`config.mk`:
```
export PLATFORM = sky130hd
export DESIGN_NAME = imm_gen_pipe
export DESIGN_NICKNAME = d
export VERILOG_FILES = /design/src/rtl/imm_pkg.sv /design/src/rtl/imm_decode.sv /design/src/rtl/imm_gen_pipe.sv
export SDC_FILE = /design/constraint.sdc
export NUM_CORES = 1
export LEC_CHECK = 0
export BUFFER_PORTS_ARGS = -buffer_cell sky130_fd_sc_hd__buf_4
export CORE_MARGIN = 3
export CORE_UTILIZATION = 49
export DETAILED_ROUTE_END_ITERATION = 7
export PLACE_DENSITY_LB_ADDON = 0.15
export RECOVER_POWER = 25
export SLEW_MARGIN = 20
export SYNTH_ARGS = -nofsm -noshare
export SYNTH_HDL_FRONTEND = slang
export SYNTH_SLANG_ARGS = --single-unit
```
`constraint.sdc`:
```
create_clock -name clk -period 2.3 [get_ports clk]
set_clock_uncertainty 0.15 [all_clocks]
set_input_delay 0.46 -clock clk [delete_from_list [all_inputs] [get_ports clk]]
set_output_delay 0.46 -clock clk [all_outputs]
set_load 0.02 [all_outputs]
```
`src/rtl/imm_pkg.sv`:
```
// Shared definitions for the pipelined RV immediate generator.
// Contents:
//   - base-opcode localparams (instr[6:0])
//   - imm_fmt_t : 3-bit format code reported on out_fmt
//   - imm_res_t : decoded result {imm, fmt, illegal}; imm is held at the
//                 widest supported XLEN and trimmed by the consumer
//   - sext32    : sign-extend a 32-bit value to the widest XLEN
package imm_pkg;

    localparam int IMM_MAX_W = 64;

    localparam logic [6:0] OPC_LOAD   = 7'b0000011;
    localparam logic [6:0] OPC_STORE  = 7'b0100011;
    localparam logic [6:0] OPC_BRANCH = 7'b1100011;
    localparam logic [6:0] OPC_JAL    = 7'b1101111;
    localparam logic [6:0] OPC_JALR   = 7'b1100111;
    localparam logic [6:0] OPC_LUI    = 7'b0110111;
    localparam logic [6:0] OPC_AUIPC  = 7'b0010111;
    localparam logic [6:0] OPC_OPIMM  = 7'b0010011;

    typedef enum logic [2:0] {
        FMT_NONE  = 3'd0,
        FMT_I     = 3'd1,
        FMT_S     = 3'd2,
        FMT_B     = 3'd3,
        FMT_U     = 3'd4,
        FMT_J     = 3'd5,
        FMT_SHAMT = 3'd6
    } imm_fmt_t;

    typedef struct packed {
        logic [IMM_MAX_W-1:0] imm;
        imm_fmt_t             fmt;
        logic                 illegal;
    } imm_res_t;

    // Every base immediate fits in 32 bits once assembled, so one
    // extension helper covers all formats for both XLEN values.
    function automatic logic [IMM_MAX_W-1:0] sext32(input logic [31:0] v);
        return {{(IMM_MAX_W-32){v[31]}}, v};
    endfunction

endpackage

```
`src/rtl/imm_decode.sv`:
```
// Combinational immediate decoder: raw instruction word -> imm_res_t.
// Ports:
//   i_instr [31:0]  raw instruction word
//   o_res           decoded {imm (sign/zero-extended to 64), fmt, illegal}
// Parameter XLEN only affects the shift-amount width (5 bits for 32, 6 for 64);
// all other immediates are sign-extended to 64 and trimmed downstream.
module imm_decode
    import imm_pkg::*;
#(
    parameter int XLEN = 32
) (
    input  logic [31:0] i_instr,
    output imm_res_t    o_res
);

    logic [6:0]  w_opcode;
    logic [2:0]  w_funct3;
    logic [31:0] w_imm_i;
    logic [31:0] w_imm_s;
    logic [31:0] w_imm_b;
    logic [31:0] w_imm_u;
    logic [31:0] w_imm_j;
    logic [IMM_MAX_W-1:0] w_shamt;

    assign w_opcode = i_instr[6:0];
    assign w_funct3 = i_instr[14:12];

    // Raw 32-bit immediates per format, before extension to 64 bits.
    assign w_imm_i = {{20{i_instr[31]}}, i_instr[31:20]};
    assign w_imm_s = {{20{i_instr[31]}}, i_instr[31:25], i_instr[11:7]};
    assign w_imm_b = {{19{i_instr[31]}}, i_instr[31], i_instr[7],
                      i_instr[30:25], i_instr[11:8], 1'b0};
    assign w_imm_u = {i_instr[31:12], 12'h000};
    assign w_imm_j = {{11{i_instr[31]}}, i_instr[31], i_instr[19:12],
                      i_instr[20], i_instr[30:21], 1'b0};

    // RV64 shifts take a 6-bit shamt; instr[25] belongs to funct7 on RV32.
    assign w_shamt = (XLEN == 64) ? {58'd0, i_instr[25:20]}
                                  : {59'd0, i_instr[24:20]};

    // Format selection by opcode; a non-11 low pair overrides everything.
    always_comb begin
        o_res.imm     = 64'd0;
        o_res.fmt     = FMT_NONE;
        o_res.illegal = 1'b0;
        if (i_instr[1:0] != 2'b11) begin
            o_res.illegal = 1'b1;
        end else begin
            case (w_opcode)
                OPC_LOAD, OPC_JALR: begin
                    o_res.imm = sext32(w_imm_i);
                    o_res.fmt = FMT_I;
                end
                OPC_OPIMM: begin
                    if (w_funct3 == 3'b001 || w_funct3 == 3'b101) begin
                        o_res.imm = w_shamt;
                        o_res.fmt = FMT_SHAMT;
                    end else begin
                        o_res.imm = sext32(w_imm_i);
                        o_res.fmt = FMT_I;
                    end
                end
                OPC_STORE: begin
                    o_res.imm = sext32(w_imm_s);
                    o_res.fmt = FMT_S;
                end
                OPC_BRANCH: begin
                    o_res.imm = sext32(w_imm_b);
                    o_res.fmt = FMT_B;
                end
                OPC_LUI, OPC_AUIPC: begin
                    o_res.imm = sext32(w_imm_u);
                    o_res.fmt = FMT_U;
                end
                OPC_JAL: begin
                    o_res.imm = sext32(w_imm_j);
                    o_res.fmt = FMT_J;
                end
                default: begin
                    o_res.imm = 64'd0;
                    o_res.fmt = FMT_NONE;
                end
            endcase
        end
    end

endmodule

```
`src/rtl/imm_gen_pipe.sv`:
```
// Pipelined immediate generator with valid/ready on both sides.
// Ports:
//   clk, reset            rising-edge clock, asynchronous active-high reset
//   in_valid/in_ready     input handshake; in_instr is the raw instruction
//   out_valid/out_ready   output handshake
//   out_imm [XLEN-1:0]    extended immediate
//   out_fmt [2:0]         format code (imm_fmt_t)
//   out_illegal           instr[1:0] != 2'b11
// One output register plus an optional one-entry skid holding decoded
// results, so in_ready depends only on registered state when SKID=1.
module imm_gen_pipe
    import imm_pkg::*;
#(
    parameter int XLEN = 32,
    parameter int SKID = 1
) (
    input  logic            clk,
    input  logic            reset,
    input  logic            in_valid,
    output logic            in_ready,
    input  logic [31:0]     in_instr,
    output logic            out_valid,
    input  logic            out_ready,
    output logic [XLEN-1:0] out_imm,
    output logic [2:0]      out_fmt,
    output logic            out_illegal
);

    localparam bit SKID_EN = (SKID != 0);

    imm_res_t w_dec;
    imm_res_t r_out;
    imm_res_t r_skid;
    logic     r_out_valid;
    logic     r_skid_valid;
    logic     w_out_load_en;
    logic     w_in_fire;

    imm_decode #(.XLEN(XLEN)) u_decode (
        .i_instr (in_instr),
        .o_res   (w_dec)
    );

    // Output register may take a new word when empty or being consumed.
    assign w_out_load_en = !r_out_valid || out_ready;
    assign in_ready      = SKID_EN ? !r_skid_valid : w_out_load_en;
    assign w_in_fire     = in_valid && in_ready;

    // Output stage and skid: skid drains first so ordering is preserved.
    always_ff @(posedge clk or posedge reset) begin
        if (reset) begin
            r_out        <= '0;
            r_out_valid  <= 1'b0;
            r_skid       <= '0;
            r_skid_valid <= 1'b0;
        end else begin
            if (w_out_load_en) begin
                if (r_skid_valid) begin
                    // in_ready was low, so no input can arrive this edge.
                    r_out        <= r_skid;
                    r_out_valid  <= 1'b1;
                    r_skid_valid <= 1'b0;
                end else if (w_in_fire) begin
                    r_out       <= w_dec;
                    r_out_valid <= 1'b1;
                end else begin
                    r_out_valid <= 1'b0;
                end
            end else if (w_in_fire && SKID_EN) begin
                r_skid       <= w_dec;
                r_skid_valid <= 1'b1;
            end
        end
    end

    assign out_valid   = r_out_valid;
    assign out_imm     = r_out.imm[XLEN-1:0];
    assign out_fmt     = r_out.fmt;
    assign out_illegal = r_out.illegal;

    // Upper immediate bits are only meaningful for XLEN=64.
    generate
        if (XLEN < IMM_MAX_W) begin : g_trim
            logic w_unused_imm_hi;
            assign w_unused_imm_hi = ^r_out.imm[IMM_MAX_W-1:XLEN];
        end
    endgenerate

endmodule
```
# Word level (Yosys, flattened, before mapping)
# Index checks and enable logic that the tools add are counted.
[totals]
in_bits = 36
regBits = 74
out_inout_bits = 38
[classes]
n_bitwise = 1
n_reduce_logical = 11
mux = 10
eq_ne = 11
[op_table]
columns = ["cell", "count"]
rows = [
  ["case mux 35 bit (6 select lines)", 1],
  ["2-to-1 mux 36 bit", 2],
  ["2-to-1 mux 35 bit", 2],
  ["== test 7 bit, second input constant", 3],
  ["== test 7 x 5 -> 1 bit, second input constant", 2],
  ["== test 7 x 6 -> 1 bit, second input constant", 2],
  ["== test 7 x 2 -> 1 bit, second input constant", 1],
  ["2-to-1 mux 1 bit", 5],
  ["AND reduction 2 bit", 2],
  ["nonzero test 2 bit", 2],
  ["OR reduction 2 bit", 2],
  ["== test 3 x 1 -> 1 bit, second input constant", 1],
  ["== test 3 bit, second input constant", 1],
  ["zero test 1 bit", 2],
  ["logical OR 1 bit", 2],
  ["inequality test 2 bit, second input constant", 1],
  ["logical AND 1 bit", 1],
  ["inverter 1 bit", 1],
]

# Logic depth before layout (Yosys ltp)
# Gate-level depths: netlist of run 1.
[logic_depth]
ltp_word = 7
depth_mapped = 7
depth_no_buf = 5

# Modules after synthesis
# A second synthesis of run 1 with hierarchy kept.
[hier_totals]
hier_cells = 311
area_unflattened_um2 = 4221.5
[modules_own_cells]
columns = ["mod", "cells_each", "area_per_inst_um2", "seq_area_each_um2", "instances"]
rows = [
  ["imm_gen_pipe", 202, 3439.5, 1851.8, 1],
  ["imm_decode", 109, 782.0, 0.0, 1],
]

# Least setup slack after synthesis of run 1
# OpenSTA, ideal clock, no wires.
[synth_timing]
path_type = "input to register"
from = "in in_instr[3]"
to = "reg r_out (netlist bit out_fmt[1])"
setup_time_ns = 0.125
slack_ns = 0.481
t_required_ns = 2.025
n_path_buf = 1
t_arrival_ns = 1.545
path_stages = 6
path_cell_list = "buf_2 -> and4bb_2 -> and2_1 -> a31oi_1 -> o21ai_0 -> mux2_2"
[synth_between]
elab_chain_len = 6
elab_cells_between_ends = 14
classes_between = "eq/ne: 8; mux: 4; reduce/logical: 2"
[synth_lines]
columns = ["element", "line_no", "rtl"]
rows = [
  ["from (decl)", "imm_gen_pipe.sv:21", "input logic [31:0] in_instr,"],
  ["== test 7 x 6 -> 1 bit, or another cell as far along", "imm_decode.sv:49", "case (w_opcode)"],
  ["OR reduction 2 bit", "imm_decode.sv:49", ""],
  ["case mux 35 bit (6 select lines) (*)", "imm_decode.sv:49", ""],
  ["2-to-1 mux 35 bit (*)", "imm_decode.sv:46", "if (i_instr[1:0] != 2'b11) begin"],
  ["2-to-1 mux 36 bit (*)", "imm_gen_pipe.sv:63", "end else if (w_in_fire) begin"],
  ["2-to-1 mux 36 bit (*)", "imm_gen_pipe.sv:58", "if (r_skid_valid) begin"],
  ["to (signal assigned)", "imm_gen_pipe.sv:60", "r_out <= r_skid;"],
  ["to (signal assigned)", "imm_gen_pipe.sv:64", "r_out <= w_dec;"],
  ["to (decl)", "imm_gen_pipe.sv:32", "imm_res_t r_out;"],
]
# Mark *: on every way between the ends. The rest lies on a longest branch, timed or not. The select of a mux whose other input is x is not followed.
# A chain may end at the register's enable or synchronous reset.

# Worst setup path after layout of run 1
[layout_timing]
from = "reg r_skid_valid"
to = "out in_ready"
[layout_between]
elab_chain_len = 1
[layout_lines]
columns = ["element", "line_no", "rtl"]
rows = [
  ["from (decl)", "imm_gen_pipe.sv:35", "logic r_skid_valid;"],
  ["from (signal assigned)", "imm_gen_pipe.sv:55", "r_skid_valid <= 1'b0;"],
  ["from (signal assigned)", "imm_gen_pipe.sv:62", "r_skid_valid <= 1'b0;"],
  ["from (signal assigned)", "imm_gen_pipe.sv:71", "r_skid_valid <= 1'b1;"],
  ["zero test 1 bit", "imm_gen_pipe.sv:46", "assign in_ready = SKID_EN ? !r_skid_valid : w_out_load_en;"],
  ["to (decl)", "imm_gen_pipe.sv:20", "output logic in_ready,"],
]
# No other way between the ends.

==> results of run 1 <==
[metrics by stage]
step                      power (mW)  util (%)  setup slack, ps  hold slack (ps)
final                          3.498     65.76            196.2            217.6
after global routing           3.678     65.76            40.51            214.9
after CTS                      3.519     66.09            194.9            210.9
after detailed placement       2.378     62.47            19.80            312.4
after global placement         2.357     62.47            38.64            303.1
after floorplan                2.022         -            480.6            291.8
[cell usage in the layout (no fill, tap or decap), types with 2 or more instances in the layout]
master      n
buf_4      84
dfrtp_1    74
a21oi_1    58
nand2_1    58
o21ai_0    43
nor2_1     33
or3_1      23
clkbuf_8   10
o21ai_1     9
nor2b_1     7
a22oi_1     7
and3_1      6
a31oi_1     5
nor2_2      4
nand3_1     3
and3b_1     3
and2_1      3
nand4_1     2
nand2b_1    2
nor3_1      2
mux2i_1     2
clkinv_4    2
bufinv_16   2
clkbuf_4    2
[timing repair]
action                     in CTS  in global routing
hold endpoints to repair       18                  0
hold buffers                    1                  0
setup endpoints to repair       0                  0
resized for setup               0                  0
setup buffers                   0                  0
[metal layers]
layer	GRT usage, %	up-vias
met5	0	-
met4	9.202	0
met3	6.359	15
met2	38.63	112
met1	36.68	1490
li1	-	1489
[state kept, by name (all words and copies together), names as in the netlist]
| signal | flops |
|---|---|
| r_skid_valid | 1 |
| out_valid | 1 |
| out_imm | 32 |
| r_skid | 36 |
| out_fmt | 3 |
| out_illegal | 1 |
[power by group]
group	internal (mW)	total (mW)	switching, mW	leakage (nW)
Combinational	0.309	0.750	0.441	0.873
Clock	0.642	1.15	0.508	0.112
Sequential	1.49	1.60	0.111	0.935
[how the worst max path moves through the flow]
stage,startpoint,end,slack [ps]
2_1_floorplan,in_instr[3],out_fmt[1],480
3_3_place_gp,in_instr[4],r_skid[24],40
3_5_place_dp,in_instr[4],r_skid[34],20
4_1_cts,r_skid_valid,in_ready,190
5_1_grt,reset,r_skid[3],40
6_report,r_skid_valid,in_ready,200
[worst max-delay path: cells and delay by family, from the launching register on]
kind / cells / cell delay [ps]
buf+inv: 3 / 580
flops: 1 / 570
[area by class of cell]
class,count,area [um^2],area share [%]
well taps,93,116.4,2.694
repair buffers,89,664.4,15.38
clock inverters,6,90.09,2.086
multi-input cells,282,1450,33.57
inverters,2,8.758,0.2028
clock buffers,10,137.6,3.187
flip-flops and latches,74,1852,42.87
[kinds of logic after synthesis]
family | Yosys count | synth area share [%]
simple gates | 151 | 21.43
compound gates | 127 | 19.79
flops | 74 | 54.13
buf+inv | 25 | 3.475
mux | 3 | 0.9144
xor+xnor | 1 | 0.2561
==> results.sh, run 1 <==
export IMPL_status="completed"
export IMPL_final_cell_area_um2=4319
export IMPL_route_met3_wl_um=746
export IMPL_final_antenna_net_count=0
export IMPL_synth_fp_nets=417
export IMPL_regToRegStartpoint="r_skid_valid"
export IMPL_die_x_um=89.56
export IMPL_crit_slowest_cell="dfrtp_1"
export IMPL_grt_start_max_net_pins=42
export IMPL_synth_commonest_cells="dfrtp_1 (74), a21oi_1 (58), nand2_1 (58)"
export IMPL_drv_slew=0
export IMPL_synth_top_area_share_pct=54.13
export IMPL_worst_slew_pin_slew_ps=925.2
export IMPL_synthCells=381
export IMPL_drt_total_wl_mm=9.696
export IMPL_viasPerCell=5.586
export IMPL_fin_crit_sh_pct=91.47
export IMPL_initial_utilization_pct=52.09
export IMPL_yosysMostFrequentCell="dfrtp_1"
export IMPL_fin_crit_ps=2104
export IMPL_dr_max_layer_used="met4"
export IMPL_fill_cells=572
export IMPL_first_iter_violations=208
export IMPL_syn_area_per_cell_um2=8.978
export IMPL_final_nets=494
export IMPL_num_vias=3106
export IMPL_synth_seq_cells=74
export IMPL_rsz0062_at_grt="false"
export IMPL_synth_area_um2=3421
export IMPL_setup_viol=0
export IMPL_clkTransAtPathRegs_ps=80
export IMPL_min_from="in_instr[26]"
export IMPL_maxCapViolations=0
export IMPL_yosys_area_top_type="dfrtp_1"
export IMPL_diodes=0
export IMPL_area_growth_pct=26.26
export IMPL_hold_viol_final=0
export IMPL_route_met2_wl_mm=4.408
export IMPL_hold_class="input port to flop"
export IMPL_placed_cell_area_um2=4103
export IMPL_core_area_um2=6568
export IMPL_dp_cells=539
export IMPL_whs_path_depth=3
export IMPL_maxSlewHeadroom_pct=37.98
export IMPL_crit_required_ps=1690
export IMPL_leakagePower_nw=1.921
export IMPL_cp_common_cell="buf_4"
export IMPL_cts_root_buf="clkbuf_8"
export IMPL_synthDistinctLibCells=36
export IMPL_slowest_delay_ps=570
export IMPL_powerDensity_nw_per_um2=809.9
export IMPL_ir_worst_vdd_mv=0.5126
export IMPL_r2r_setup_slack_ps=320
export IMPL_die_area_um2=8020
export IMPL_hpwl_mm=6.892
export IMPL_path_class="flop to output pin"
export IMPL_post_drt_wl_per_cell_um=17.44
export IMPL_synth_area_leaders="dfrtp_1 (54%), a21oi_1 (8.5%), nand2_1 (6.4%), o21ai_0 (6.3%), or3_1 (4.2%)"
export IMPL_yosysSeqAreaShare_pct=54.13
export IMPL_grt_use_total_pct=25.87
export IMPL_drc_errors=0
export IMPL_antenna_found_initial=0
export IMPL_io_buffers=73
export IMPL_finalSetupTns_ps=0
export IMPL_yosysWarnings=0
export IMPL_path_cells="clkinv_1, buf_4, buf_4"
export IMPL_setup_worst_path_start_class="flop"
export IMPL_io_pins=74
export IMPL_m1WireLength_mm=4.352
export IMPL_worstReg2RegEnd="r_skid[25]"
export IMPL_drive_above_1_share_pct=24.19
export IMPL_worstPathMaxFanout=26
export IMPL_reg2reg_depth=5
export IMPL_dr_pass1_iters=4
export IMPL_arrival_ps=1490
export IMPL_whs_endpoint="out_imm[6]"
export IMPL_dieHeight_um=89.56
export IMPL_final_cells=556
export IMPL_grt_pass1_vias=3080
export IMPL_clkSinkCount=74
export IMPL_row_count=29
export IMPL_synth_flop_cell="dfrtp_1"
export IMPL_grt_pass1_wl_mm=15.61
export IMPL_grt_ovfl_total=0
export IMPL_cts_buffers=9
export IMPL_endpoint_kind="output pin"
export IMPL_clock_path_buffers=2
export IMPL_async_flop_share_pct=100.0
export IMPL_place_congestion=0.8686
export IMPL_synth_edff_count=0
export IMPL_cts_tree="yes"
export IMPL_clock_fmax_ghz=0.4753
export IMPL_clock_latency_ps=350
export IMPL_h_tree_depth=3
(Power assumes the default switching activity.)
==> run 2, diff against run 1 <==
--- a/config.mk
+++ b/config.mk
@@ -9,6 +9,7 @@
 export CORE_MARGIN = 3
 export CORE_UTILIZATION = 49
 export DETAILED_ROUTE_END_ITERATION = 7
+export MAX_ROUTING_LAYER = met4
 export PLACE_DENSITY_LB_ADDON = 0.15
 export RECOVER_POWER = 25
 export SLEW_MARGIN = 20
==> results.sh, run 2 (synthesized netlist as in run 1, its figures left out) <==
export IMPL_antenna_found_initial=0
export IMPL_worst_slew_pin_slew_ps=1637
export IMPL_leakagePower_nw=1.938
export IMPL_clock_path_buffers=2
export IMPL_cts_root_buf="clkbuf_8"
export IMPL_die_area_um2=8020
export IMPL_rsz0062_at_grt="false"
export IMPL_drt_total_wl_mm=9.684
export IMPL_place_congestion=0.8967
export IMPL_grt_start_max_net_pins=75
export IMPL_core_area_um2=6568
export IMPL_hold_buffers=0
export IMPL_maxCapViolations=1
export IMPL_status="finished with violations"
export IMPL_largest_reg_flops=36
export IMPL_diodes=0
export IMPL_p_int_mw=2.620
export IMPL_die_x_um=89.56
export IMPL_drc_errors=0
export IMPL_final_antenna_net_count=0
export IMPL_dr_pass1_iters=5
export IMPL_ir_worst_vdd_mv=0.5033
export IMPL_area_growth_pct=27.03
export IMPL_row_count=29
export IMPL_combPwrFrac_pct=20.8
export IMPL_drv_slew=75
export IMPL_fin_crit_ps=2065
export IMPL_crit_required_ps=1690
export IMPL_final_nets=494
export IMPL_first_iter_violations=252
export IMPL_h_tree_depth=3
export IMPL_pwr_share_clk_pct=35.5
export IMPL_arrival_ps=1450
export IMPL_switchingPower_mw=1.034
export IMPL_hold_class="input port to flop"
export IMPL_setup_viol=0
export IMPL_powerDensity_nw_per_um2=840.9
export IMPL_post_drt_wl_per_cell_um=17.48
export IMPL_dieHeight_um=89.56
export IMPL_clkSinkCount=74
export IMPL_setup_worst_path_start_class="flop"
export IMPL_io_buffers=73
export IMPL_layout_commonest_cell="buf_4"
export IMPL_endpoint_kind="output pin"
export IMPL_grt_pass1_wl_mm=15.30
export IMPL_mostFrequentLayoutCells="buf_4 (87), dfrtp_1 (74), a21oi_1 (58), nand2_1 (58), o21ai_0 (43)"
export IMPL_finalSetupTns_ps=0
export IMPL_num_vias=3184
export IMPL_worstPathMaxFanout=26
export IMPL_violations="max-capacitance violations, max-slew violations"
export IMPL_post_cts_resized=0
export IMPL_drive_above_1_share_pct=24.30
export IMPL_swShare_pct=28.31
export IMPL_clock_latency_ps=340
export IMPL_maxSlewHeadroom_pct=-9.134
export IMPL_hold_viol_final=0
export IMPL_cts_tree="yes"
export IMPL_post_cts_setup_buffer_count=0
export IMPL_clkTransAtPathRegs_ps=70
export IMPL_viasPerCell=5.747
export IMPL_fin_crit_sh_pct=89.78
export IMPL_initial_utilization_pct=52.09
export IMPL_grt_ovfl_total=0
export IMPL_grt_use_total_pct=26.39
export IMPL_clock_fmax_ghz=0.4843
export IMPL_grt_pass1_vias=2995
export IMPL_hpwl_mm=6.837
export IMPL_path_class="flop to output pin"
export IMPL_seqPwrFrac_pct=43.7
export IMPL_top_register="r_skid"
export IMPL_total_power_mw=3.654
export IMPL_io_pins=74
export IMPL_cts_buffers=9
## run 2: cell types whose count changed in the layout (fill, tap and decap cells not counted)
cell           change
clkbuf_8           -1
clkbuf_2           -1
clkinv_2           -1
buf_4              +3
clkinv_4           -1
buf_2              +1
clkbuf_1           -1
clkinvlp_4         -1
bufinv_16          +2
dlygate4sd3_1      -1
clkbuf_4           -1
## run 2: final cells by class
type	count	area (um^2)
clock buffers	9	123.9
clock inverters	5	128.9
fillers	556	2222
inverters	2	8.758
multi-input cells	282	1450
flip-flops and latches	74	1852
well taps	93	116.4
repair buffers	89	665.6
## run 2: final timing paths
path                       cells past startpoint    endpoint  slack [ps]          from
max in group asynchronous                      3  r_skid[29]         450         reset
hold reg to reg                                2   r_skid[5]         330     r_skid[5]
min in group asynchronous                      3   out_valid         560         reset
setup reg to reg                               5  r_skid[24]         470  r_skid_valid
setup / recovery                               4    in_ready         240  r_skid_valid
hold / removal                                 3  out_imm[5]         220  in_instr[25]
## run 2: metrics by stage
step                util [%]  instances  setup WS, ps  hold WS (ps)  instance area, um^2
CTS                    66.43        554         234.9         76.79                 4363
global placement       62.58        540         43.11         302.9                 4110
finish                 66.16        554         235.0         222.3                 4345
floorplan                  -        381         480.6         291.8                 3425
global route           66.16        554         143.8         221.9                 4345
detailed placement     62.58        540        -30.60         314.9                 4110
## run 2: routing by layer
layer / vias up / part of all wire, % / GRT usage, %
li1: 1477 / - / -
met1: 1548 / 45 / 37.57
met2: 137 / 47 / 37.83
met3: 22 / 6.5 / 4.793
met4: 0 / 1.7 / 9.337
met5: - / 0 / -
## run 2: power groups by stage
stage / sequential (mW) / clock, mW / combinational, mW
2_1_floorplan: 1.71 / 0 / 0.311
3_3_place_gp: 1.61 / 0 / 0.747
3_5_place_dp: 1.62 / 0 / 0.765
4_1_cts: 1.59 / 1.31 / 0.769
5_1_grt: 1.62 / 1.37 / 0.840
6_report: 1.60 / 1.30 / 0.760
## run 2: critical path: stages, from the launching register on
cell	delay [ps]
dfrtp_1	410
buf_4	180
clkinv_1	60
buf_4	260
buf_4	200
==> run 3, diff against run 2 <==
--- a/config.mk
+++ b/config.mk
@@ -9,6 +9,7 @@
 export CORE_MARGIN = 3
 export CORE_UTILIZATION = 49
 export DETAILED_ROUTE_END_ITERATION = 7
+export GPL_TIMING_DRIVEN = 0
 export MAX_ROUTING_LAYER = met4
 export PLACE_DENSITY_LB_ADDON = 0.15
 export RECOVER_POWER = 25
==> results.sh, run 3 (synthesized netlist as in run 1, its figures left out) <==
export IMPL_drive_above_1_share_pct=23.52
export IMPL_final_cells=565
export IMPL_fin_crit_sh_pct=92.37
export IMPL_grt_pass1_wl_mm=15.30
export IMPL_final_antenna_net_count=0
export IMPL_core_area_um2=6568
export IMPL_hold_viol_final=0
export IMPL_die_x_um=89.56
export IMPL_leakagePower_nw=1.925
export IMPL_area_growth_pct=26.92
export IMPL_multiInputGateArea_um2=1455
export IMPL_drt_total_wl_mm=9.717
export IMPL_final_cell_area_um2=4342
export IMPL_worst_slew_pin_slew_ps=852.7
export IMPL_regArea_um2=1852
export IMPL_finalSetupTns_ps=0
export IMPL_antenna_found_initial=0
export IMPL_rsz0062_at_grt="false"
export IMPL_h_tree_depth=3
export IMPL_setup_viol=0
export IMPL_mostFrequentLayoutCells="dfrtp_1 (74), buf_4 (71), a21oi_1 (58), nand2_1 (58), o21ai_0 (43)"
export IMPL_total_power_mw=3.528
export IMPL_crit_required_ps=2420
export IMPL_row_count=29
export IMPL_setup_worst_path_start_class="flop"
export IMPL_cts_buffers=9
export IMPL_final_util_pct=66.11
export IMPL_clkTransAtPathRegs_ps=80
export IMPL_initial_utilization_pct=52.09
export IMPL_first_iter_violations=264
export IMPL_top_register="r_skid"
export IMPL_cts_tree="yes"
export IMPL_clock_latency_ps=350
export IMPL_status="completed"
export IMPL_die_area_um2=8020
export IMPL_diodes=0
export IMPL_grt_ovfl_total=0
export IMPL_grt_use_total_pct=26.19
export IMPL_clkSinkCount=74
export IMPL_num_vias=3211
export IMPL_path_class="flop to flop"
export IMPL_dp_cells=548
export IMPL_worstPathMaxFanout=10
export IMPL_drc_errors=0
export IMPL_powerDensity_nw_per_um2=812.6
export IMPL_r2r_setup_slack_ps=180
export IMPL_endpoint_kind="flop"
export IMPL_viasPerCell=5.683
export IMPL_hold_class="input port to flop"
export IMPL_fill_cells=547
export IMPL_io_buffers=72
export IMPL_grt_start_max_net_pins=36
export IMPL_grt_pass1_vias=3059
export IMPL_hpwl_mm=7.063
export IMPL_drv_slew=0
export IMPL_place_ws_ps=-17.25
export IMPL_dr_pass1_iters=5
export IMPL_place_congestion=0.9456
export IMPL_worst_slack_ps=175.5
export IMPL_largest_reg_flops=36
export IMPL_post_cts_setup_buffer_count=0
export IMPL_maxCapViolations=0
export IMPL_arrival_ps=2250
export IMPL_maxSlewHeadroom_pct=43.15
export IMPL_placed_cell_area_um2=4121
export IMPL_final_nets=503
export IMPL_io_pins=74
export IMPL_hold_ws_ps=226.7
export IMPL_post_drt_wl_per_cell_um=17.20
export IMPL_ir_worst_vdd_mv=0.5453
export IMPL_layout_commonest_cell="dfrtp_1"
export IMPL_dieHeight_um=89.56
export IMPL_fin_crit_ps=2125
export IMPL_clock_fmax_ghz=0.4707
export IMPL_clock_path_buffers=2
export IMPL_cts_root_buf="clkbuf_8"
==> run 3: final timing paths <==
path	startpoint	end	cells after the start
max	r_skid_valid	out_imm[31]	5
min	in_valid	out_valid	3
max reg2reg	r_skid_valid	out_imm[31]	5
min reg2reg	r_skid[1]	r_skid[1]	2
max in group asynchronous	reset	out_imm[7]	4
min in group asynchronous	reset	out_valid	3
==> run 3: power by group <==
part | switching [mW] | internal [mW]
Combinational | 0.453 | 0.306
Sequential | 0.0996 | 1.49
Clock | 0.484 | 0.698
Total | 1.04 | 2.49
==> run 3: worst max-delay path, cell delays in order (launching register included) <==
cell and delay, ps:
dfrtp_1 410, clkbuf_1 230, o21ai_0 670, buf_2 360, a21oi_1 100, a31oi_1 140
==> run 3: timing repair <==
action | in CTS | in global routing
gates resized for setup | 0 | 2
endpoints found under the setup margin | 0 | 13
hold buffers | 1 | 0
endpoints found under the hold margin | 7 | 0
==> run 3: layer usage <==
metal | vias to the layer above | GRT usage [%] | routed length, um
met1 | 1548 | 35.87 | 4270
met3 | 20 | 3.687 | 644
met5 | - | - | 0
met2 | 140 | 39.76 | 4613
li1 | 1503 | - | -
met4 | 0 | 9.608 | 189
==> run 3: cell type report <==
| type | count | share of cell area [%] |
|---|---|---|
| flip-flops and latches | 74 | 42.65 |
| multi-input cells | 282 | 33.52 |
| repair buffers | 75 | 12.91 |
| clock buffers | 12 | 3.804 |
| well taps | 93 | 2.680 |
| plain buffers | 23 | 2.565 |
| clock inverters | 4 | 1.671 |
| inverters | 2 | 0.2017 |
